[src/rtl/des_pkg.sv]
// Shared DES definitions: permutation tables, S-boxes, shift schedules and the
// bit-level helpers used by both the pipelined encryptor and the iterative decryptor.
// Bit order: FIPS bit 1 is bus bit [63]. Every table entry is a 1-based FIPS index.
package des_pkg;

  localparam int IP_T [64] = '{58,50,42,34,26,18,10,2, 60,52,44,36,28,20,12,4, 62,54,46,38,30,22,14,6,
                               64,56,48,40,32,24,16,8, 57,49,41,33,25,17,9,1, 59,51,43,35,27,19,11,3,
                               61,53,45,37,29,21,13,5, 63,55,47,39,31,23,15,7};
  localparam int FP_T [64] = '{40,8,48,16,56,24,64,32, 39,7,47,15,55,23,63,31, 38,6,46,14,54,22,62,30,
                               37,5,45,13,53,21,61,29, 36,4,44,12,52,20,60,28, 35,3,43,11,51,19,59,27,
                               34,2,42,10,50,18,58,26, 33,1,41,9,49,17,57,25};
  localparam int E_T  [48] = '{32,1,2,3,4,5, 4,5,6,7,8,9, 8,9,10,11,12,13, 12,13,14,15,16,17,
                               16,17,18,19,20,21, 20,21,22,23,24,25, 24,25,26,27,28,29, 28,29,30,31,32,1};
  localparam int P_T  [32] = '{16,7,20,21,29,12,28,17, 1,15,23,26,5,18,31,10,
                               2,8,24,14,32,27,3,9, 19,13,30,6,22,11,4,25};
  localparam int PC1_T [56] = '{57,49,41,33,25,17,9, 1,58,50,42,34,26,18, 10,2,59,51,43,35,27,
                                19,11,3,60,52,44,36, 63,55,47,39,31,23,15, 7,62,54,46,38,30,22,
                                14,6,61,53,45,37,29, 21,13,5,28,20,12,4};
  localparam int PC2_T [48] = '{14,17,11,24,1,5, 3,28,15,6,21,10, 23,19,12,4,26,8, 16,7,27,20,13,2,
                                41,52,31,37,47,55, 30,40,51,45,33,48, 44,49,39,56,34,53, 46,42,50,36,29,32};

  // S-box entry index is {row, column} = {b1, b6, b2..b5} of the 6-bit group.
  localparam int SBOX_T [8][64] = '{
    '{14,4,13,1,2,15,11,8,3,10,6,12,5,9,0,7, 0,15,7,4,14,2,13,1,10,6,12,11,9,5,3,8,
      4,1,14,8,13,6,2,11,15,12,9,7,3,10,5,0, 15,12,8,2,4,9,1,7,5,11,3,14,10,0,6,13},
    '{15,1,8,14,6,11,3,4,9,7,2,13,12,0,5,10, 3,13,4,7,15,2,8,14,12,0,1,10,6,9,11,5,
      0,14,7,11,10,4,13,1,5,8,12,6,9,3,2,15, 13,8,10,1,3,15,4,2,11,6,7,12,0,5,14,9},
    '{10,0,9,14,6,3,15,5,1,13,12,7,11,4,2,8, 13,7,0,9,3,4,6,10,2,8,5,14,12,11,15,1,
      13,6,4,9,8,15,3,0,11,1,2,12,5,10,14,7, 1,10,13,0,6,9,8,7,4,15,14,3,11,5,2,12},
    '{7,13,14,3,0,6,9,10,1,2,8,5,11,12,4,15, 13,8,11,5,6,15,0,3,4,7,2,12,1,10,14,9,
      10,6,9,0,12,11,7,13,15,1,3,14,5,2,8,4, 3,15,0,6,10,1,13,8,9,4,5,11,12,7,2,14},
    '{2,12,4,1,7,10,11,6,8,5,3,15,13,0,14,9, 14,11,2,12,4,7,13,1,5,0,15,10,3,9,8,6,
      4,2,1,11,10,13,7,8,15,9,12,5,6,3,0,14, 11,8,12,7,1,14,2,13,6,15,0,9,10,4,5,3},
    '{12,1,10,15,9,2,6,8,0,13,3,4,14,7,5,11, 10,15,4,2,7,12,9,5,6,1,13,14,0,11,3,8,
      9,14,15,5,2,8,12,3,7,0,4,10,1,13,11,6, 4,3,2,12,9,5,15,10,11,14,1,7,6,0,8,13},
    '{4,11,2,14,15,0,8,13,3,12,9,7,5,10,6,1, 13,0,11,7,4,9,1,10,14,3,5,12,2,15,8,6,
      1,4,11,13,12,3,7,14,10,15,6,8,0,5,9,2, 6,11,13,8,1,4,10,7,9,5,0,15,14,2,3,12},
    '{13,2,8,4,6,15,11,1,10,9,3,14,5,0,12,7, 1,15,13,8,10,3,7,4,12,5,6,11,0,14,9,2,
      7,11,4,1,9,12,14,2,0,6,10,13,15,3,5,8, 2,1,14,7,4,10,8,13,15,12,9,0,3,5,6,11}};

  // Left rotations before encrypt rounds 1..16; right rotations before decrypt rounds 2..16.
  localparam int SHIFT_ENC [16] = '{1,1,2,2,2,2,2,2,1,2,2,2,2,2,2,1};
  localparam int SHIFT_DEC [15] = '{1,2,2,2,2,2,2,1,2,2,2,2,2,2,1};

  function automatic logic [63:0] ip_perm(input logic [63:0] x);
    logic [63:0] y;
    y = '0;
    for (int i = 0; i < 64; i++) y[63-i] = x[64-IP_T[i]];
    return y;
  endfunction

  function automatic logic [63:0] fp_perm(input logic [63:0] x);
    logic [63:0] y;
    y = '0;
    for (int i = 0; i < 64; i++) y[63-i] = x[64-FP_T[i]];
    return y;
  endfunction

  function automatic logic [47:0] e_expand(input logic [31:0] x);
    logic [47:0] y;
    y = '0;
    for (int i = 0; i < 48; i++) y[47-i] = x[32-E_T[i]];
    return y;
  endfunction

  function automatic logic [31:0] p_perm(input logic [31:0] x);
    logic [31:0] y;
    y = '0;
    for (int i = 0; i < 32; i++) y[31-i] = x[32-P_T[i]];
    return y;
  endfunction

  // Parity bits (8, 16, ..., 64) are never referenced by PC1 and so drop out here.
  function automatic logic [55:0] pc1_perm(input logic [63:0] x);
    logic [55:0] y;
    y = '0;
    for (int i = 0; i < 56; i++) y[55-i] = x[64-PC1_T[i]];
    return y;
  endfunction

  function automatic logic [47:0] pc2_perm(input logic [55:0] x);
    logic [47:0] y;
    y = '0;
    for (int i = 0; i < 48; i++) y[47-i] = x[56-PC2_T[i]];
    return y;
  endfunction

  function automatic logic [31:0] sbox_sub(input logic [47:0] x);
    logic [31:0] y;
    logic [5:0]  g;
    y = '0;
    for (int b = 0; b < 8; b++) begin
      g = x[47-6*b -: 6];
      y[31-4*b -: 4] = 4'(SBOX_T[b][{g[5], g[0], g[4:1]}]);
    end
    return y;
  endfunction

  function automatic logic [27:0] rotr28(input logic [27:0] x, input logic [1:0] amt);
    case (amt)
      2'd1:    return {x[0], x[27:1]};
      2'd2:    return {x[1:0], x[27:2]};
      default: return x;
    endcase
  endfunction

  // Rotation applied after 0-based decrypt round idx; none after the last round.
  function automatic logic [1:0] dec_shift(input logic [4:0] idx);
    return (idx < 5'd15) ? 2'(SHIFT_DEC[idx[3:0]]) : 2'd0;
  endfunction

endpackage

[src/rtl/des_round.sv]
// One combinational DES Feistel round: L' = R, R' = L ^ f(R, K).
// Shared by the encryptor and the decryptor; key order is the caller's concern.
module des_round
  import des_pkg::*;
(
  input  logic [31:0] l_i,
  input  logic [31:0] r_i,
  input  logic [47:0] k_i,
  output logic [31:0] l_o,
  output logic [31:0] r_o
);

  assign l_o = r_i;
  assign r_o = l_i ^ p_perm(sbox_sub(e_expand(r_i) ^ k_i));

endmodule

[src/rtl/des_decrypt_iter.sv]
// Iterative DES decryptor. Accepts one ciphertext/key pair, runs the 16 rounds
// with subkeys K16..K1 at ROUNDS_PER_CYCLE rounds per clock (1, 2 or 4), then
// presents the plaintext until the downstream side takes it.
module des_decrypt_iter
  import des_pkg::*;
#(
  parameter int ROUNDS_PER_CYCLE = 1
) (
  input  logic        clock,
  input  logic        reset_n,
  input  logic [63:0] key,
  input  logic [63:0] ciphertext,
  input  logic        iv,
  output logic        ir,
  output logic [63:0] plaintext,
  output logic        ov,
  input  logic        or_i
);

  localparam logic [1:0] S_IDLE = 2'd0;
  localparam logic [1:0] S_RUN  = 2'd1;
  localparam logic [1:0] S_HOLD = 2'd2;

  localparam logic [4:0] CNT_STEP = 5'(ROUNDS_PER_CYCLE);
  localparam logic [4:0] CNT_DONE = 5'd16;
  localparam int         LAST     = ROUNDS_PER_CYCLE - 1;

  logic [1:0]  state_q, state_d;
  logic [4:0]  cnt_q, cnt_d;
  logic [31:0] l_q, l_d, r_q, r_d;
  logic [27:0] c_q, c_d, d_q, d_d;
  logic [63:0] pt_q, pt_d;

  // Round chain: C/D already hold the key state for round cnt_q, so the first
  // stage uses them directly and each stage rotates right ready for the next.
  for (genvar j = 0; j < ROUNDS_PER_CYCLE; j++) begin : g_round
    logic [31:0] l_in, r_in, l_out, r_out;
    logic [27:0] c_in, d_in, c_out, d_out;
    logic [1:0]  shift;

    if (j == 0) begin : g_first
      assign l_in = l_q;
      assign r_in = r_q;
      assign c_in = c_q;
      assign d_in = d_q;
    end else begin : g_next
      assign l_in = g_round[j-1].l_out;
      assign r_in = g_round[j-1].r_out;
      assign c_in = g_round[j-1].c_out;
      assign d_in = g_round[j-1].d_out;
    end

    des_round u_round (
      .l_i (l_in),
      .r_i (r_in),
      .k_i (pc2_perm({c_in, d_in})),
      .l_o (l_out),
      .r_o (r_out)
    );

    assign shift = dec_shift(cnt_q + 5'(j));
    assign c_out = rotr28(c_in, shift);
    assign d_out = rotr28(d_in, shift);
  end

  assign ir        = reset_n && (state_q == S_IDLE);
  assign ov        = (state_q == S_HOLD);
  assign plaintext = pt_q;

  // Next-state logic: load on accept, iterate rounds, publish and hold the result.
  always_comb begin
    // NOTE: every signal gets its hold value first so no path through the case leaves it unassigned (no latches).
    state_d = state_q;
    cnt_d   = cnt_q;
    l_d     = l_q;
    r_d     = r_q;
    c_d     = c_q;
    d_d     = d_q;
    pt_d    = pt_q;
    case (state_q)
      S_IDLE: begin
        if (iv && ir) begin
          {l_d, r_d} = ip_perm(ciphertext);
          {c_d, d_d} = pc1_perm(key);
          cnt_d      = '0;
          state_d    = S_RUN;
        end
      end
      S_RUN: begin
        l_d   = g_round[LAST].l_out;
        r_d   = g_round[LAST].r_out;
        c_d   = g_round[LAST].c_out;
        d_d   = g_round[LAST].d_out;
        cnt_d = cnt_q + CNT_STEP;
        if (cnt_d == CNT_DONE) begin
          // Halves are swapped back before the final permutation.
          pt_d    = fp_perm({g_round[LAST].r_out, g_round[LAST].l_out});
          state_d = S_HOLD;
        end
      end
      S_HOLD: begin
        if (or_i) state_d = S_IDLE;
      end
      default: state_d = S_IDLE;
    endcase
  end

  // State registers; an asynchronous reset abandons any transaction in flight.
  always_ff @(posedge clock or negedge reset_n) begin
    if (!reset_n) begin
      state_q <= S_IDLE;
      cnt_q   <= '0;
      l_q     <= '0;
      r_q     <= '0;
      c_q     <= '0;
      d_q     <= '0;
      pt_q    <= '0;
    end else begin
      // NOTE: non-blocking assignments so every flop samples the pre-edge values together.
      state_q <= state_d;
      cnt_q   <= cnt_d;
      l_q     <= l_d;
      r_q     <= r_d;
      c_q     <= c_d;
      d_q     <= d_d;
      pt_q    <= pt_d;
    end
  end

endmodule

[config.mk]
export PLATFORM = sky130hd
export DESIGN_NAME = des_decrypt_iter
export DESIGN_NICKNAME = d
export VERILOG_FILES = /design/src/rtl/des_pkg.sv /design/src/rtl/des_round.sv /design/src/rtl/des_decrypt_iter.sv
export SDC_FILE = /design/constraint.sdc
export NUM_CORES = 1
export LEC_CHECK = 0
export CORE_UTILIZATION = 55
export DETAILED_ROUTE_END_ITERATION = 6
export DONT_BUFFER_PORTS = 1
export PLACE_DENSITY_LB_ADDON = 0.15
export SLEW_MARGIN = 20
export SYNTH_ARGS = -nofsm -noshare
export SYNTH_HDL_FRONTEND = slang
export SYNTH_HIERARCHICAL = 1
export SYNTH_SLANG_ARGS = --single-unit
[constraint.sdc]
create_clock -name clock -period 2.85 [get_ports clock]
set_clock_uncertainty 0.05 [all_clocks]
set_input_delay 0.57 -clock clock [delete_from_list [all_inputs] [get_ports clock]]
set_output_delay 0.57 -clock clock [all_outputs]
set_load 0.02 [all_outputs]
# Word level (Yosys, flattened, before mapping)
# Memory sizes are Yosys's and may differ from the RTL's.
# Cells that the tools add are included.
# W data, S select, Z words.
dict set report word_totals {
  mem_count 9
  word_cells 90
  regBits 191
  rom_bits 16896
}
# name words word_bits rd rd_ports_with_merged_regs wr line
set mem_list {}
lappend mem_list {{(no name shown)} 64 32 1 0 0 des_pkg.sv:94} ;# y[31-4*b -: 4] = 4'(SBOX_T[b][{g[5], g[0], g[4:1]}]);
lappend mem_list {{(no name shown)} 64 32 1 0 0 des_pkg.sv:94}
lappend mem_list {{(no name shown)} 64 32 1 0 0 des_pkg.sv:94}
lappend mem_list {{(no name shown)} 64 32 1 0 0 des_pkg.sv:94}
lappend mem_list {{(no name shown)} 64 32 1 0 0 des_pkg.sv:94}
lappend mem_list {{(no name shown)} 64 32 1 0 0 des_pkg.sv:94}
lappend mem_list {{3 more memories} -- -- -- -- -- --}
dict set report op_classes {
  n_lt_le_gt_ge 10
  bitwise 11
  eq_ne 9
  addsub 1
  mux 35
  n_reduce_logical 8
}
# cell n
set ops {}
lappend ops {{$pmux W28 S2} 4}
lappend ops {{$pmux W32 S2} 2}
lappend ops {{$mux W32} 2}
lappend ops {{$mux W4} 16}
lappend ops {{$ge A7 B7 Y1 const B} 8}
lappend ops {{$mux W28} 2}
lappend ops {{$not A6 Y7} 8}
lappend ops {{$xor A48 B48 Y48} 1}
lappend ops {{$xor A32 B32 Y32} 1}
lappend ops {{$mux W2} 6}
lappend ops {{$pmux W5 S2} 1}
lappend ops {{$pmux W2 S3} 1}
lappend ops {{$reduce_and A3 Y1} 2}
lappend ops {{$add A5 B1 Y5 const B} 1}
lappend ops {{$eq A5 B5 Y1 const B} 1}
lappend ops {{$ge A5 B5 Y1 const B} 1}
lappend ops {{$lt A5 B4 Y1 const B} 1}
lappend ops {{$mux W5} 1}
lappend ops {{$not A4 Y5} 1}
lappend ops {{$eq A2 B1 Y1 const B} 2}
lappend ops {{$eq A2 B2 Y1 const B} 2}
lappend ops {{$ne A2 B1 Y1 const B} 2}
lappend ops {{$reduce_and A2 Y1} 2}
lappend ops {{$ne A3 B3 Y1 const B} 1}
lappend ops {{other kinds (4)} 5}

# Depth between registers and ports, before layout
# Gate-level depths: netlist of the first run.
dict set report depth {
  depth_word 8
  mapped_depth 11
}

# By module
# Netlist of the first run, hierarchy kept.
# module cells_per_inst instances area_each_um2
set modules_own_cells {}
lappend modules_own_cells {des_decrypt_iter 849 1 9354.0}
lappend modules_own_cells {des_round 747 1 5831.8}

# Worst setup path after synthesis of the first run
# Ideal clock, no wire load.
dict set report synth_timing {
  kind {reg2reg}
  startpoint {register c_q[7]}
  endpoint {register pt_q[14], in the netlist plaintext[14]}
  path_slack_ns -0.163
  stages_incl_launch_ff 8
  setup_time_ns 0.125
  arrival_ns 2.838
  cell_sequence {dfrtp_1 xor2_1 ha_1 buf_1 mux4_2 mux4_2 xnor2_1 mux2_2}
}
dict set report synth_between {
  elab_chain_len 6
}
# item line
set synth_rtl {}
lappend synth_rtl {{start, declared} des_decrypt_iter.sv:31} ;# logic [27:0] c_q, c_d, d_q, d_d;
lappend synth_rtl {{start signal, assigned} des_decrypt_iter.sv:115} ;# c_q <= '0;
lappend synth_rtl {{start signal, assigned} des_decrypt_iter.sv:124} ;# c_q <= c_d;
lappend synth_rtl {{$xor A48 B48 Y48} des_round.sv:14} ;# assign r_o = l_i ^ p_perm(sbox_sub(e_expand(r_i) ^ k_i));
lappend synth_rtl {{$not A6 Y7 (implied by the code)} des_pkg.sv:94}
lappend synth_rtl {{$mem_v2 Z64 W32} --}
lappend synth_rtl {{$mux W4 (implied by the code) (2 in series)} des_pkg.sv:94}
lappend synth_rtl {{$xor A32 B32 Y32} des_round.sv:14}
lappend synth_rtl {{named net g_round[0].r_out[30]} des_decrypt_iter.sv:37} ;# logic [31:0] l_in, r_in, l_out, r_out;
lappend synth_rtl {{end signal, assigned} des_decrypt_iter.sv:126} ;# pt_q <= pt_d;
lappend synth_rtl {{end, declared} des_decrypt_iter.sv:32} ;# logic [63:0] pt_q, pt_d;
# The timed path passes the listed nets, and every way through them passes these cells. The select of a mux whose other input is x is not followed.
# A chain may end at the register's enable or synchronous reset.

# Worst setup path after layout of the first run
dict set report layout_timing {
  startpoint {register d_q[0]}
  endpoint {register pt_q[56], in the netlist plaintext[56]}
}
dict set report layout_between {
  elab_chain_len 6
}
# item line
set layout_rtl {}
lappend layout_rtl {{start, declared} des_decrypt_iter.sv:31}
lappend layout_rtl {{start signal, assigned} des_decrypt_iter.sv:116} ;# d_q <= '0;
lappend layout_rtl {{start signal, assigned} des_decrypt_iter.sv:125} ;# d_q <= d_d;
lappend layout_rtl {{$xor A48 B48 Y48} des_round.sv:14}
lappend layout_rtl {{$not A6 Y7 (implied by the code)} des_pkg.sv:94}
lappend layout_rtl {{$mem_v2 Z64 W32} --}
lappend layout_rtl {{$mux W4 (implied by the code) (2 in series)} des_pkg.sv:94}
lappend layout_rtl {{$xor A32 B32 Y32} des_round.sv:14}
lappend layout_rtl {{named net g_round[0].r_out[0]} des_decrypt_iter.sv:37}
# The timed path passes the listed nets, and every way through them passes these cells. The select of a mux whose other input is x is not followed.

==> metrics.txt, run 1 <==
# TYPE chip_impl_metric gauge
chip_impl_metric{name="globalRoute.totalOverflow",unit=""} 0
chip_impl_info{name="timing.setup.critical_path_class",value="reg2reg"} 1
chip_impl_metric{name="drt-wirelength-per-cell",unit="µm"} 21.3
chip_impl_metric{name="synthDistinctLibCells",unit=""} 67
chip_impl_metric{name="syn_avg_cell_area",unit="µm²"} 9.51
chip_impl_metric{name="die_area",unit="µm²"} 28300
chip_impl_metric{name="final_antenna_net_count",unit=""} 0
chip_impl_metric{name="postLayoutCoreUtil",unit="%"} 62.8
chip_impl_metric{name="h-tree-depth",unit=""} 4
chip_impl_metric{name="cts.reportedPaths.clkPinSlew",unit="ps"} 80
chip_impl_metric{name="sequential_cell_area",unit="µm²"} 4790
chip_impl_metric{name="grt_max_degree",unit=""} 194
chip_impl_metric{name="drt_iter0_drc",unit=""} 1101
chip_impl_metric{name="fmax",unit="GHz"} 0.364
chip_impl_metric{name="synth.yosys.warnings",unit=""} 6
chip_impl_metric{name="vias",unit=""} 12600
chip_impl_info{name="critPathSlowestCell",value="sky130_fd_sc_hd__dfrtp_1"} 1
chip_impl_metric{name="design.final.nets",unit=""} 1835
chip_impl_info{name="post-synth-top-area-cell",value="sky130_fd_sc_hd__dfrtp_1"} 1
chip_impl_metric{name="insertion_delay",unit="ps"} 440
chip_impl_metric{name="sequential_element_share_of_the_synthesized_area",unit="%"} 31.5
chip_impl_metric{name="postSynthNetCount",unit=""} 1792
chip_impl_metric{name="critical_path_peak_fanout",unit=""} 6
chip_impl_metric{name="cp.buffers_inverters",unit=""} 1
chip_impl_metric{name="multi_input_area",unit="µm²"} 9600
chip_impl_metric{name="port_buffers",unit=""} 0
chip_impl_metric{name="die_y",unit="µm"} 168
chip_impl_metric{name="core.rowCount",unit=""} 60
chip_impl_metric{name="vias_per_cell",unit=""} 6.31
chip_impl_info{name="worst_setup_path_end_kind",value="flop"} 1
chip_impl_metric{name="routed_wirelength",unit="µm"} 42400
chip_impl_metric{name="yosys_register_bits",unit=""} 191
chip_impl_metric{name="gp_congestion",unit=""} 0.937
chip_impl_info{name="hold_path.class",value="in2async"} 1
chip_impl_metric{name="cts_made_buffers",unit=""} 17
chip_impl_metric{name="slew_hr",unit="%"} 42.0
chip_impl_metric{name="cp.arrival",unit="ps"} 3030
chip_impl_metric{name="setup_viol",unit=""} 0
chip_impl_metric{name="finalInstanceArea",unit="µm²"} 17000
chip_impl_metric{name="grt_pass1_vias",unit=""} 12200
chip_impl_info{name="dominantRegCellSynth",value="sky130_fd_sc_hd__dfrtp_1"} 1
chip_impl_metric{name="holdWs",unit="ps"} -219
chip_impl_metric{name="hold_viol_final",unit=""} 191
chip_impl_metric{name="i_o_pin_cnt",unit=""} 198
chip_impl_info{name="timing.critical_path.max_delay_family",value="multiplexers"} 1
chip_impl_metric{name="drive_above_1_share",unit="%"} 24.4
chip_impl_metric{name="final.period_utilization",unit="%"} 96.4
chip_impl_metric{name="required",unit="ps"} 3130
chip_impl_metric{name="detailed_place_hpwl",unit="µm"} 30800
chip_impl_info{name="violations",value="hold timing"} 1
chip_impl_info{name="crit_path_cell_trace",value="xor2_2, ha_2, inv_1, mux4_2, a211oi_1, a21oi_1, xor2_1, mux2_2"} 1
chip_impl_info{name="tritoncts",value="built"} 1
chip_impl_metric{name="dpl_cell_area",unit="µm²"} 16300
chip_impl_metric{name="timing_worst_slew_pin_value",unit="ps"} 871
chip_impl_info{name="netlist_top_cells_count",value="sky130_fd_sc_hd__dfrtp_1, sky130_fd_sc_hd__nand2_1, sky130_fd_sc_hd__nor2_1, sky130_fd_sc_hd__o21ai_0, sky130_fd_sc_hd__mux2i_1"} 1
chip_impl_info{name="root_buffer",value="sky130_fd_sc_hd__clkbuf_16"} 1
chip_impl_metric{name="antenna_found_initial",unit=""} 2
chip_impl_metric{name="remaining_drc_errors",unit=""} 0
chip_impl_metric{name="synth_cells",unit=""} 1596
chip_impl_info{name="run_status",value="finished, violations left"} 1
chip_impl_metric{name="mappedNetlistArea",unit="µm²"} 15200
chip_impl_metric{name="count_of_tritonroute_iterations_in_the_first_routing_pass",unit=""} 6
chip_impl_metric{name="maxSlewViolCount",unit=""} 0
chip_impl_metric{name="numClockSinks",unit=""} 191
chip_impl_metric{name="gr_util_all_layers",unit="%"} 30.2
chip_impl_info{name="synth_most_common_cell",value="sky130_fd_sc_hd__dfrtp_1"} 1
chip_impl_metric{name="grt_pass1_wl",unit="µm"} 67500
chip_impl_metric{name="clockBufferDepth",unit=""} 2
chip_impl_metric{name="placeableCoreArea",unit="µm²"} 27000
chip_impl_metric{name="timing.final.crit_period",unit="ps"} 2750
chip_impl_metric{name="synth-async-reset-ratio",unit="%"} 100
chip_impl_metric{name="die_width",unit="µm"} 168
chip_impl_metric{name="netlist.area_leader.share",unit="%"} 31.5
chip_impl_metric{name="nFillCells",unit=""} 2275
chip_impl_metric{name="area.growth.synth_to_final",unit="%"} 11.7
chip_impl_metric{name="initial_core_util",unit="%"} 56.2
chip_impl_info{name="yosys-top-cells-area",value="sky130_fd_sc_hd__dfrtp_1, sky130_fd_sc_hd__mux2i_1, sky130_fd_sc_hd__ha_1"} 1
chip_impl_info{name="crit_path_start_kind",value="flop"} 1
chip_impl_metric{name="max-cap-violations",unit=""} 0
chip_impl_metric{name="synth_edf_count",unit=""} 0
chip_impl_metric{name="critical-path-max-stage-delay",unit="ps"} 500
==> placed cells by master (no fill, tap or decap), drive strengths merged, types with 4 or more instances in the layout <==
master,n
xnor2,72
nand4,4
nor2,115
a31oi,23
clkinv,4
nor3,23
a211o,8
clkbuf,18
mux2,68
a21oi,55
ha,64
dfrtp,191
a211oi,20
o221ai,5
o31ai,67
inv,46
mux2i,96
xor2,58
nor2b,4
a221oi,62
o311ai,6
nand2,179
o22ai,6
o2111ai,6
nand3,22
mux4,27
buf,176
o211ai,20
nor3b,58
o21ai,101
a311oi,4
==> stage by stage <==
step	cells	TNS (ps)	setup WS [ps]	hold WS (ps)
finish	1993	0	102	-219
global route	1993	-74.9	-53.9	-240
CTS	1991	0	14.3	-235
detailed placement	1960	0	40.9	234
global placement	1960	0	59.5	232
floorplan	1596	0	17.5	224
==> layout make-up <==
type	instances	share of cell area [%]
multi-input cells	1213	56.6
flip-flops and latches	191	28.2
repair buffers	176	8.31
clock buffers	18	2.59
well taps	341	2.52
inverters	40	0.885
clock inverters	13	0.856
diodes	1	0.0148
==> path summary, 6_finish.rpt <==
check	slack (ps)	depth (start not counted)	endpoint	startpoint
max in group asynchronous	2520	0	g_round[0].l_in[23]	reset_n
min in group clock	250	2	state_q[1]	or_i
max reg2reg	100	8	plaintext[56]	d_q[0]
max	100	8	plaintext[56]	d_q[0]
min	-220	0	g_round[0].r_in[5]	reset_n
min reg2reg	450	2	d_q[2]	d_q[2]
==> routing by layer <==
metal / wire [µm] / track usage [%] / up-vias / part of all wire (%)
li1: - / - / 5888 / -
met1: 19700 / 44.2 / 6196 / 46
met2: 19400 / 47.3 / 457 / 46
met3: 2840 / 4.47 / 35 / 6.7
met4: 527 / 7.00 / 0 / 1.2
met5: 0 / 0 / - / 0
==> worst reg2reg max path, cell delays in order, from the launching register on <==
cell	delay, ps
sky130_fd_sc_hd__dfrtp_1	500
sky130_fd_sc_hd__xor2_2	250
sky130_fd_sc_hd__ha_2	410
sky130_fd_sc_hd__inv_1	70
sky130_fd_sc_hd__mux4_2	450
sky130_fd_sc_hd__a211oi_1	320
sky130_fd_sc_hd__a21oi_1	150
sky130_fd_sc_hd__xor2_1	180
sky130_fd_sc_hd__mux2_2	280
==> sequential cells by signal (all words and copies together) (netlist names) <==
signal / count
plaintext: 64
g_round.l_in: 32
g_round.r_in: 32
c_q: 28
d_q: 28
cnt_q: 5
state_q: 2
==> cell families after synthesis <==
group | after synthesis | synth area share [%]
AOI/OAI and AO/OA | 412 | 20.3
DFF | 191 | 31.5
xor gates and xnor gates | 130 | 8.61
buffers and inverters | 192 | 6.44
muxes | 191 | 15.5
adders and majority gates | 64 | 5.27
and+or+nand+nor | 416 | 12.4
==> timing repair <==
| action | 4_1_cts | 5_1_grt |
|---|---|---|
| endpoints found under the hold margin | 191 | 191 |
| gates resized for setup | 0 | 27 |
| setup buffers | 0 | 1 |
| endpoints found under the setup margin | 0 | 31 |
Power of run 1 is left out: the tool's default activity adds up to more than one toggle a clock period on the data nets, which glitch-free logic cannot reach.
==> inputs of run 2 (changes only) <==
==> constraint.sdc (replaced) <==
create_clock -name clock -period 3.1 [get_ports clock]
set_clock_uncertainty 0.05 [all_clocks]
set_input_delay 0.62 -clock clock [delete_from_list [all_inputs] [get_ports clock]]
set_output_delay 0.62 -clock clock [all_outputs]
set_load 0.02 [all_outputs]
==> metrics.txt, run 2 (synthesis results as in run 1) <==
# TYPE chip_impl_metric gauge
chip_impl_info{name="run_status",value="finished, violations left"} 1
chip_impl_info{name="violations",value="hold timing"} 1
chip_impl_metric{name="numClockSinks",unit=""} 191
chip_impl_metric{name="max-cap-violations",unit=""} 0
chip_impl_metric{name="required",unit="ps"} 3380
chip_impl_metric{name="setup_viol",unit=""} 0
chip_impl_metric{name="clockBufferDepth",unit=""} 2
chip_impl_metric{name="cts_made_buffers",unit=""} 17
chip_impl_metric{name="drt_iter0_drc",unit=""} 1161
chip_impl_metric{name="remaining_drc_errors",unit=""} 0
chip_impl_metric{name="gr_util_all_layers",unit="%"} 29.4
chip_impl_metric{name="port_buffers",unit=""} 0
chip_impl_info{name="timing.setup.critical_path_class",value="reg2reg"} 1
chip_impl_metric{name="timing.final.crit_period",unit="ps"} 2920
chip_impl_metric{name="die_width",unit="µm"} 168
chip_impl_metric{name="die_area",unit="µm²"} 28300
chip_impl_metric{name="maxSlewViolCount",unit=""} 0
chip_impl_metric{name="drive_above_1_share",unit="%"} 20.4
chip_impl_metric{name="detailed_place_hpwl",unit="µm"} 29500
chip_impl_metric{name="dpl_cell_area",unit="µm²"} 15800
chip_impl_info{name="hold_path.class",value="in2async"} 1
chip_impl_metric{name="grt_pass1_wl",unit="µm"} 65500
chip_impl_metric{name="grt_pass1_vias",unit=""} 11600
chip_impl_metric{name="nFillCells",unit=""} 2350
chip_impl_metric{name="drt-wirelength-per-cell",unit="µm"} 21.5
chip_impl_metric{name="fmax",unit="GHz"} 0.343
chip_impl_metric{name="h-tree-depth",unit=""} 4
chip_impl_metric{name="placeableCoreArea",unit="µm²"} 27000
chip_impl_metric{name="gp_congestion",unit=""} 0.971
chip_impl_metric{name="i_o_pin_cnt",unit=""} 198
chip_impl_metric{name="count_of_tritonroute_iterations_in_the_first_routing_pass",unit=""} 7
chip_impl_info{name="layout_commonest_cell",value="sky130_fd_sc_hd__dfrtp_1"} 1
chip_impl_metric{name="diodes",unit=""} 0
chip_impl_metric{name="cts.reportedPaths.clkPinSlew",unit="ps"} 80
chip_impl_info{name="top_layer",value="met4"} 1
chip_impl_info{name="layout_common_cells",value="sky130_fd_sc_hd__dfrtp_1, sky130_fd_sc_hd__nand2_1, sky130_fd_sc_hd__buf_4"} 1
chip_impl_metric{name="globalRoute.totalOverflow",unit=""} 0
chip_impl_metric{name="routed_wirelength",unit="µm"} 41600
chip_impl_metric{name="core.rowCount",unit=""} 60
chip_impl_metric{name="critical_path_peak_fanout",unit=""} 9
chip_impl_metric{name="finalSetupTns",unit="ps"} 0
chip_impl_metric{name="antenna_found_initial",unit=""} 0
chip_impl_info{name="root_buffer",value="sky130_fd_sc_hd__clkbuf_16"} 1
chip_impl_metric{name="cp.arrival",unit="ps"} 3200
chip_impl_metric{name="route.met2.wl",unit="µm"} 18500
chip_impl_info{name="rsz0062_at_grt",value="false"} 1
chip_impl_metric{name="cts_post_setup_buffers_inserted",unit=""} 0
chip_impl_metric{name="area.growth.synth_to_final",unit="%"} 8.17
chip_impl_info{name="tritoncts",value="built"} 1
chip_impl_metric{name="final_antenna_net_count",unit=""} 0
chip_impl_metric{name="wirelength_met1",unit="µm"} 19300
chip_impl_metric{name="final.period_utilization",unit="%"} 94.2
chip_impl_info{name="crit_path_start_kind",value="flop"} 1
chip_impl_metric{name="slew_hr",unit="%"} 40.7
chip_impl_metric{name="insertion_delay",unit="ps"} 440
chip_impl_metric{name="initial_core_util",unit="%"} 56.2
chip_impl_metric{name="finalInstanceArea",unit="µm²"} 16400
chip_impl_metric{name="vias_per_cell",unit=""} 6.47
chip_impl_info{name="worst_setup_path_end_kind",value="flop"} 1
chip_impl_metric{name="holdWs",unit="ps"} -179
chip_impl_metric{name="timing_worst_slew_pin_value",unit="ps"} 889
chip_impl_metric{name="vias",unit=""} 12500
chip_impl_metric{name="design.final.nets",unit=""} 1778
chip_impl_metric{name="grt_max_degree",unit=""} 194
chip_impl_metric{name="met3WireLength",unit="µm"} 3120
chip_impl_metric{name="hold_viol_final",unit=""} 191
chip_impl_metric{name="die_y",unit="µm"} 168
chip_impl_metric{name="largest_register_ffs",unit=""} 64
run 2: area by class of cell:
class | count | area [µm²] | area share [%]
Multi-Input combinational cell | 1213 | 9530 | 58.0
Sequential cell | 191 | 4780 | 29.1
Inverter | 40 | 150 | 0.914
Clock buffer | 20 | 447 | 2.72
Clock inverter | 12 | 150 | 0.914
Timing Repair Buffer | 119 | 943 | 5.74
Tap cell | 341 | 427 | 2.60
run 2: worst paths after layout:
kind	endpoint	cells past startpoint	slack [ps]	from
max in group asynchronous	g_round[0].r_in[31]	0	2590	reset_n
hold / removal	plaintext[16]	0	-180	reset_n
hold reg to reg	d_q[13]	2	460	d_q[13]
setup / recovery	plaintext[44]	8	180	d_q[19]
min in group clock	state_q[1]	2	280	or_i
setup reg to reg	plaintext[44]	8	180	d_q[19]
run 2: per-layer routing:
metal | global-route usage, % | up-vias
met5 | 0 | -
met4 | 6.88 | 0
met3 | 4.44 | 47
met2 | 44.3 | 566
met1 | 44.1 | 6125
li1 | - | 5787
run 2: worst max-delay path: stages (launching register included):
cell and delay (ps):
sky130_fd_sc_hd__dfrtp_1 590, sky130_fd_sc_hd__xor2_4 320, sky130_fd_sc_hd__ha_1 370, sky130_fd_sc_hd__nor2_1 260, sky130_fd_sc_hd__nor2b_1 80, sky130_fd_sc_hd__mux4_2 450
sky130_fd_sc_hd__mux2i_1 270, sky130_fd_sc_hd__xnor2_1 140, sky130_fd_sc_hd__mux2_2 270
run 2: what timing repair did:
item                       CTS  global route
setup endpoints to repair    0            10
gates resized for setup      0             5
hold endpoints to repair   191           191
run 2: stage by stage:
step,setup WS (ps),utilization (%),std cells
global route,21.1,60.8,1936
detailed placement,69.0,58.4,1904
CTS,28.8,60.6,1936
global placement,84.9,58.4,1904
finish,181,60.8,1936
floorplan,87.4,-,1596
Power of run 2 is left out for the same reason.
==> inputs of run 3 (changes only) <==
--- a/config.mk
+++ b/config.mk
@@ -5,7 +5,9 @@
 export SDC_FILE = /design/constraint.sdc
 export NUM_CORES = 1
 export LEC_CHECK = 0
-export CORE_UTILIZATION = 55
+export CELL_PAD_IN_SITES_DETAIL_PLACEMENT = 1
+export CELL_PAD_IN_SITES_GLOBAL_PLACEMENT = 2
+export CORE_UTILIZATION = 41
 export DETAILED_ROUTE_END_ITERATION = 6
 export DONT_BUFFER_PORTS = 1
 export PLACE_DENSITY_LB_ADDON = 0.15
==> metrics.txt, run 3 (synthesis results as in run 1) <==
# TYPE chip_impl_metric gauge
chip_impl_info{name="run_status",value="finished, violations left"} 1
chip_impl_info{name="rsz0062_at_grt",value="false"} 1
chip_impl_metric{name="hold_viol_final",unit=""} 191
chip_impl_info{name="violations",value="hold timing"} 1
chip_impl_metric{name="nFillCells",unit=""} 4126
chip_impl_metric{name="area.growth.synth_to_final",unit="%"} 9.12
chip_impl_info{name="layout_common_cells",value="sky130_fd_sc_hd__dfrtp_1, sky130_fd_sc_hd__nand2_1, sky130_fd_sc_hd__buf_4"} 1
chip_impl_metric{name="i_o_pin_cnt",unit=""} 198
chip_impl_metric{name="initial_core_util",unit="%"} 41.6
chip_impl_metric{name="design.final.nets",unit=""} 1781
chip_impl_info{name="crit_path_start_kind",value="flop"} 1
chip_impl_info{name="timing.setup.critical_path_class",value="reg2reg"} 1
chip_impl_metric{name="numClockSinks",unit=""} 191
chip_impl_metric{name="setup_viol",unit=""} 0
chip_impl_metric{name="grt_max_degree",unit=""} 194
chip_impl_info{name="rr_startpoint",value="c_q[8]"} 1
chip_impl_metric{name="timing_worst_slew_pin_value",unit="ps"} 940
chip_impl_metric{name="remaining_drc_errors",unit=""} 0
chip_impl_metric{name="vias_per_cell",unit=""} 6.03
chip_impl_metric{name="cp.arrival",unit="ps"} 3270
chip_impl_metric{name="antenna_found_initial",unit=""} 0
chip_impl_metric{name="insertion_delay",unit="ps"} 460
chip_impl_info{name="endpoint_of_the_most_critical_register_to_register_path",value="plaintext[8]"} 1
chip_impl_metric{name="gp_congestion",unit=""} 0.892
chip_impl_metric{name="cts.reportedPaths.clkPinSlew",unit="ps"} 80
chip_impl_metric{name="timing.final.crit_period",unit="ps"} 2970
chip_impl_metric{name="required",unit="ps"} 3400
chip_impl_metric{name="vias",unit=""} 12500
chip_impl_metric{name="placeableCoreArea",unit="µm²"} 36500
chip_impl_metric{name="clockBufferDepth",unit=""} 2
chip_impl_metric{name="drive_above_1_share",unit="%"} 20.5
chip_impl_metric{name="count_of_tritonroute_iterations_in_the_first_routing_pass",unit=""} 5
chip_impl_info{name="hold_path.class",value="in2async"} 1
chip_impl_metric{name="detailed_place_hpwl",unit="µm"} 34600
chip_impl_metric{name="largest_register_ffs",unit=""} 64
chip_impl_info{name="tritoncts",value="built"} 1
chip_impl_metric{name="globalRoute.totalOverflow",unit=""} 0
chip_impl_metric{name="fmax",unit="GHz"} 0.337
chip_impl_metric{name="drt-wirelength-per-cell",unit="µm"} 23.3
chip_impl_metric{name="maxSlewViolCount",unit=""} 0
chip_impl_metric{name="slew_hr",unit="%"} 36.9
chip_impl_metric{name="critical_path_peak_fanout",unit=""} 5
chip_impl_metric{name="die_y",unit="µm"} 194
chip_impl_metric{name="h-tree-depth",unit=""} 4
chip_impl_info{name="layout_commonest_cell",value="sky130_fd_sc_hd__dfrtp_1"} 1
chip_impl_metric{name="max-cap-violations",unit=""} 0
chip_impl_metric{name="ctsResizeCount",unit=""} 0
chip_impl_metric{name="timing.reg2reg.setup_slack",unit="ps"} 130
chip_impl_info{name="worst_setup_path_end_kind",value="flop"} 1
chip_impl_metric{name="routed_wirelength",unit="µm"} 48200
chip_impl_metric{name="die_area",unit="µm²"} 37800
chip_impl_metric{name="core.rowCount",unit=""} 70
chip_impl_info{name="root_buffer",value="sky130_fd_sc_hd__clkbuf_16"} 1
chip_impl_metric{name="grt_pass1_wl",unit="µm"} 76300
chip_impl_metric{name="port_buffers",unit=""} 0
chip_impl_metric{name="finalSetupTns",unit="ps"} 0
chip_impl_metric{name="final.period_utilization",unit="%"} 95.8
chip_impl_metric{name="drt_iter0_drc",unit=""} 883
chip_impl_metric{name="grt_pass1_vias",unit=""} 12700
chip_impl_metric{name="cts_made_buffers",unit=""} 17
chip_impl_metric{name="die_width",unit="µm"} 194
chip_impl_metric{name="final_antenna_net_count",unit=""} 0
chip_impl_info{name="critPathSlowestCell",value="sky130_fd_sc_hd__dfrtp_1"} 1
chip_impl_metric{name="gr_util_all_layers",unit="%"} 25.7
chip_impl_metric{name="holdWs",unit="ps"} -201
chip_impl_metric{name="reg2regPathDepth",unit=""} 9
chip_impl_metric{name="diodes",unit=""} 0
chip_impl_info{name="crit_path_cell_trace",value="xnor2_1, ha_1, inv_1, nor2_2, a21o_1, mux4_2, mux2_2, xnor2_1, mux2_2"} 1
chip_impl_metric{name="critical-path-max-stage-delay",unit="ps"} 470
-- run 3: worst max-delay path, delay by kind of cell, from the launching register on --
| family | cells | cell delay [ps] |
|---|---|---|
| AOI/OAI and AO/OA | 1 | 150 |
| xor gates and xnor gates | 2 | 550 |
| adders and majority gates | 1 | 360 |
| buffers and inverters | 1 | 170 |
| DFF | 1 | 470 |
| muxes | 3 | 1030 |
| and+or+nand+nor | 1 | 70 |
-- run 3: area by class of cell --
cell class,instances,area (µm²),area share (%)
Clock buffer,20,457,2.76
Multi-Input combinational cell,1213,9500,57.3
Tap cell,468,586,3.53
Inverter,40,150,0.906
Sequential cell,191,4780,28.8
Timing Repair Buffer,122,978,5.90
Clock inverter,12,124,0.748
-- run 3: timing repair --
action / in CTS / in global routing
endpoints found under the hold margin: 191 / 191
setup endpoints to repair: 0 / 0
setup buffers: 0 / 0
-- run 3: per-layer routing --
metal	routed length, µm	GRT usage (%)
met1	23700	37.6
met2	21600	39.3
met3	2120	4.13
met4	737	6.26
met5	0	0
-- run 3: how the worst max path moves through the flow --
stage / to / from
after global routing: plaintext[6] / c_q[8]
after global placement: plaintext[54] / g_round[0].r_in[3]
after floorplan: plaintext[14] / c_q[7]
final: plaintext[8] / c_q[8]
after CTS: plaintext[8] / c_q[8]
after detailed placement: plaintext[8] / c_q[8]
-- run 3: per-stage QoR --
| step | std cells | setup slack, ps | hold slack, ps | area (µm²) | utilization (%) |
|---|---|---|---|---|---|
| 2_1_floorplan | 1596 | 87.4 | 274 | 15200 | - |
| 3_3_place_gp | 2034 | 188 | 281 | 16000 | 43.8 |
| 3_5_place_dp | 2034 | 169 | 279 | 16000 | 43.8 |
| 4_1_cts | 2066 | 153 | -224 | 16600 | 45.4 |
| 5_1_grt | 2066 | 18.1 | -220 | 16600 | 45.4 |
| 6_report | 2066 | 131 | -201 | 16600 | 45.4 |
Power of run 3 is left out for the same reason.
==> variant 1 (settings of run 3) <==
Register the output `ir`, cleared by the reset; this adds one clock of latency there. The other outputs are not delayed to match.
--- a/src/rtl/des_decrypt_iter.sv
+++ b/src/rtl/des_decrypt_iter.sv
@@ -26,2 +26,4 @@
   localparam int         LAST     = ROUNDS_PER_CYCLE - 1;
+
+  logic ir_d;
 
@@ -65,3 +67,3 @@
 
-  assign ir        = reset_n && (state_q == S_IDLE);
+  assign ir_d      = reset_n && (state_q == S_IDLE);
   assign ov        = (state_q == S_HOLD);
@@ -81,3 +83,3 @@
       S_IDLE: begin
-        if (iv && ir) begin
+        if (iv && ir_d) begin
           {l_d, r_d} = ip_perm(ciphertext);
@@ -129,2 +131,10 @@
 
+  always_ff @(posedge clock or negedge reset_n) begin
+    if (!reset_n) begin
+      ir <= '0;
+    end else begin
+      ir <= ir_d;
+    end
+  end
+
 endmodule
Check against the original RTL: not settled (the Yosys comparison gave no result); the edit may change what the design does.
==> variant 1 against run 3 <==
- the run still ends with hold timing left
- utilization hardly changed
- setup slack better by 62 ps
- sequential cell count is 1 higher
- design area hardly changed
- via count is 0.51% lower
- hold slack better by 8.3 ps
- routed wire length is 1.4% lower
- die area is 0.16% higher
- synthesized area is 0.16% higher
- critical path type unchanged
- critical endpoint is now plaintext[14]
- highest routed layer unchanged
Power is not shown: default switching activity piles up to over one toggle a cycle in this logic, so the estimate is an artifact.
==> variant 1: results (changes against run 3) <==
metric	value	unit	change
status	finished, violations left		unchanged
failing checks	hold timing		unchanged
R2R depth	7		was 9
Net count, final	1782		was 1781
DRT met1 WL	23300	um	was 23700 um
largest net degree at the start of global routing	195		was 194
Worst Path Arrival	3190	ps	was 3270 ps
layout cells sized above 1	0.205		about the same
via count	12387		was 12450
Post-synth top cells	dfrtp_1, nand2_1, nor2_1, o21ai_0, mux2i_1		unchanged
reg2reg start	c_q[7]		was c_q[8]
Hold Path Class	in -> async		unchanged
final hold vios	192		was 191
synth top area cells	dfrtp_1, mux2i_1, ha_1		unchanged
initial antenna violation count	2		was 0
Syn Inst Count	1597		was 1596
drt wl/cell	22.9	um	was 23.3 um
first-pass GRT wire length	75300	um	was 76300 um
Final HPWL DP	34100	um	was 34600 um
wire length on met2	21200	um	was 21600 um
First DRT Iteration DRCs	771		was 883
final hold slack	-193	ps	was -201 ps
Filler Cells Inserted	4105		was 4126
register area share after synthesis	0.316		was 0.315
DRT Pass-1 Iters	4		was 5
dpl cells	2035		was 2034
routed length on met3	2140	um	was 2120 um
gr usage total	0.253		was 0.257
Reg-to-Reg End	plaintext[14]		was plaintext[8]
vias in the first global route	12622		was 12678
Slew HR	0.331		was 0.369
Worst R2R Setup Slack	190	ps	was 130 ps
-- variant 1: through the flow --
stage	instance area, um2	setup slack, ps
6_report	16600	194
5_1_grt	16600	5.99
4_1_cts	16600	144
3_5_place_dp	16000	158
3_3_place_gp	16000	199
2_1_floorplan	15200	87.4
-- variant 1: critical path, stage by stage, from the launching register on --
cell     delay [ps]
dfrtp_1         510
xor2_1          360
inv_1           200
ha_1            280
mux4_2          470
mux4_2          480
xnor2_1         160
mux2_2          260
-- variant 1: routing by layer --
metal / global-route usage / vias up
met5: 0 / -
met4: 0.0770 / 0
met3: 0.0463 / 41
met2: 0.382 / 282
met1: 0.366 / 6270
li1: - / 5794
-- variant 1: how the worst max path moves through the flow --
| stage | startpoint | end | slack [ps] | cells after the start |
|---|---|---|---|---|
| floorplan | c_q[7] | plaintext[14] | 90 | 7 |
| global placement | g_round[0].r_in[17] | plaintext[8] | 200 | 9 |
| detailed placement | g_round[0].r_in[17] | plaintext[6] | 160 | 10 |
| CTS | g_round[0].r_in[17] | plaintext[6] | 140 | 10 |
| global route | c_q[7] | plaintext[24] | 6 | 9 |
| finish | c_q[7] | plaintext[14] | 190 | 7 |
-- variant 1: cell families after synthesis --
| group | after synthesis | share of synthesized area |
|---|---|---|
| AOI/OAI and AO/OA | 412 | 0.203 |
| xor gates and xnor gates | 130 | 0.0860 |
| adders and majority gates | 64 | 0.0526 |
| buffers and inverters | 192 | 0.0643 |
| DFF | 192 | 0.316 |
| muxes | 191 | 0.154 |
| and+or+nand+nor | 416 | 0.124 |
-- variant 1: layout make-up --
| type | count | area [um2] | share of cell area |
|---|---|---|---|
| clock buffers | 20 | 447 | 0.0269 |
| clock inverters | 12 | 105 | 0.00634 |
| inverters | 40 | 150 | 0.00905 |
| well taps | 468 | 586 | 0.0353 |
| flip-flops and latches | 192 | 4800 | 0.290 |
| diodes | 5 | 12.5 | 0.000754 |
| repair buffers | 122 | 978 | 0.0590 |
| multi-input cells | 1213 | 9500 | 0.573 |
-- variant 1: repair_timing --
item                                    4_1_cts  5_1_grt
hold endpoints to repair                    192      192
resized for setup                             0        3
endpoints found under the setup margin        0        6
==> variant 2 (settings of run 3) <==
Without the edit above. Reset style: synchronous (`reset_n`), changed in one clocked block. Comments in the files are not updated.
--- a/src/rtl/des_decrypt_iter.sv
+++ b/src/rtl/des_decrypt_iter.sv
@@ -108,3 +108,3 @@
   // State registers; an asynchronous reset abandons any transaction in flight.
-  always_ff @(posedge clock or negedge reset_n) begin
+  always_ff @(posedge clock) begin
     if (!reset_n) begin
Function: not settled (the Yosys comparison gave no result); the edit may change what the design does.
==> variant 2 against run 3 <==
- die area up 10%
- routed wire length up 24%
- design area up 9.7%
- synthesized area up 10%
- sequential cell count unchanged
- setup slack better by 25 ps
- critical endpoint is now g_round[0].r_in[6]
==> variant 2: results (changes against run 3) <==
metric	value	unit	change
status	completed		was finished, violations left
Top FF cell, synth	dfxtp_1		was dfrtp_1
reg2reg start	c_q[15]		was c_q[8]
worst-path cell with the longest stage delay	dfxtp_1		was dfrtp_1
clock buffers	18		was 20
share of flip-flops with an asynchronous set or reset	0		was 1.00
multi-input logic area	11600	um2	was 9500 um2
First DRT Iteration DRCs	1370		was 883
routed wire length	59800	um	was 48200 um
Non-clk bufs	150		was 122
Post-synth top cells	nand2_1, dfxtp_1, clkbuf_1, o221ai_1, mux2i_1		was dfrtp_1, nand2_1, nor2_1, o21ai_0, mux2i_1
inverters	39		was 40
largest net degree at the start of global routing	314		was 194
Final HPWL DP	42500	um	was 34600 um
final hold slack	230	ps	was -201 ps
Filler Cells Inserted	4798		was 4126
R2R depth	10		was 9
die area	41600	um2	was 37800 um2
vias per std cell	6.22		was 6.03
Layout clock area frac	0.0346		was 0.0350
via count	16006		was 12450
average cell area after synthesis	7.97	um2	was 9.51 um2
fraction of area in multi-input gates	0.641		was 0.573
synth top area cells	dfxtp_1, nand2_1, mux2i_1		was dfrtp_1, mux2i_1, ha_1
register area	3840	um2	was 4780 um2
Slew HR	0.344		was 0.369
## variant 2: cell count changes in the layout (fill, tap and decap cells not counted), sizes merged, moves of 64 or more
| cell | delta |
|---|---|
| a31oi | +65 |
| dfrtp | -191 |
| mux2 | -64 |
| o221ai | +112 |
| dfxtp | +191 |
| nand2 | +248 |
## variant 2: routing by layer
layer	vias up	global-route usage	routed length (um)
met5	-	0	0
met4	0	0.0672	954
met3	39	0.0427	2730
met2	320	0.442	26800
met1	8040	0.407	29200
li1	7607	-	-
## variant 2: worst max path at each step
stage	to	from	depth (start not counted)	slack, ps
final	g_round[0].r_in[6]	c_q[15]	10	160
after global routing	g_round[0].r_in[10]	g_round[0].r_in[5]	9	-0.7
after CTS	g_round[0].r_in[21]	d_q[23]	10	30
after detailed placement	g_round[0].r_in[17]	d_q[20]	10	20
after global placement	g_round[0].r_in[17]	d_q[20]	10	50
after floorplan	g_round[0].r_in[30]	c_q[7]	8	110
## variant 2: power by group through the flow
stage	registers, W	logic [W]	clock network (W)
after floorplan	0.00300	0.00489	0
after global placement	0.00314	0.00688	0
after detailed placement	0.00315	0.00709	0
after CTS	0.00310	0.00713	0.00249
after global routing	0.00314	0.00781	0.00257
final	0.00312	0.00718	0.00243
## variant 2: logic make-up (layout without fill, tap and decap cells)
logic type / count (synthesis) / after routing / share of synthesized area
mux: 128 / 128 / 0.0980
buf+inv: 271 / 221 / 0.0825
compound gates: 533 / 533 / 0.237
flops: 191 / 191 / 0.229
fa+ha+maj: 64 / 64 / 0.0479
xor+xnor: 128 / 128 / 0.0771
simple gates: 782 / 782 / 0.228
## variant 2: what timing repair did
item	4_1_cts	5_1_grt
endpoints found under the hold margin	0	0
setup endpoints to repair	1	13
gates resized for setup	1	11
pin swaps	0	0
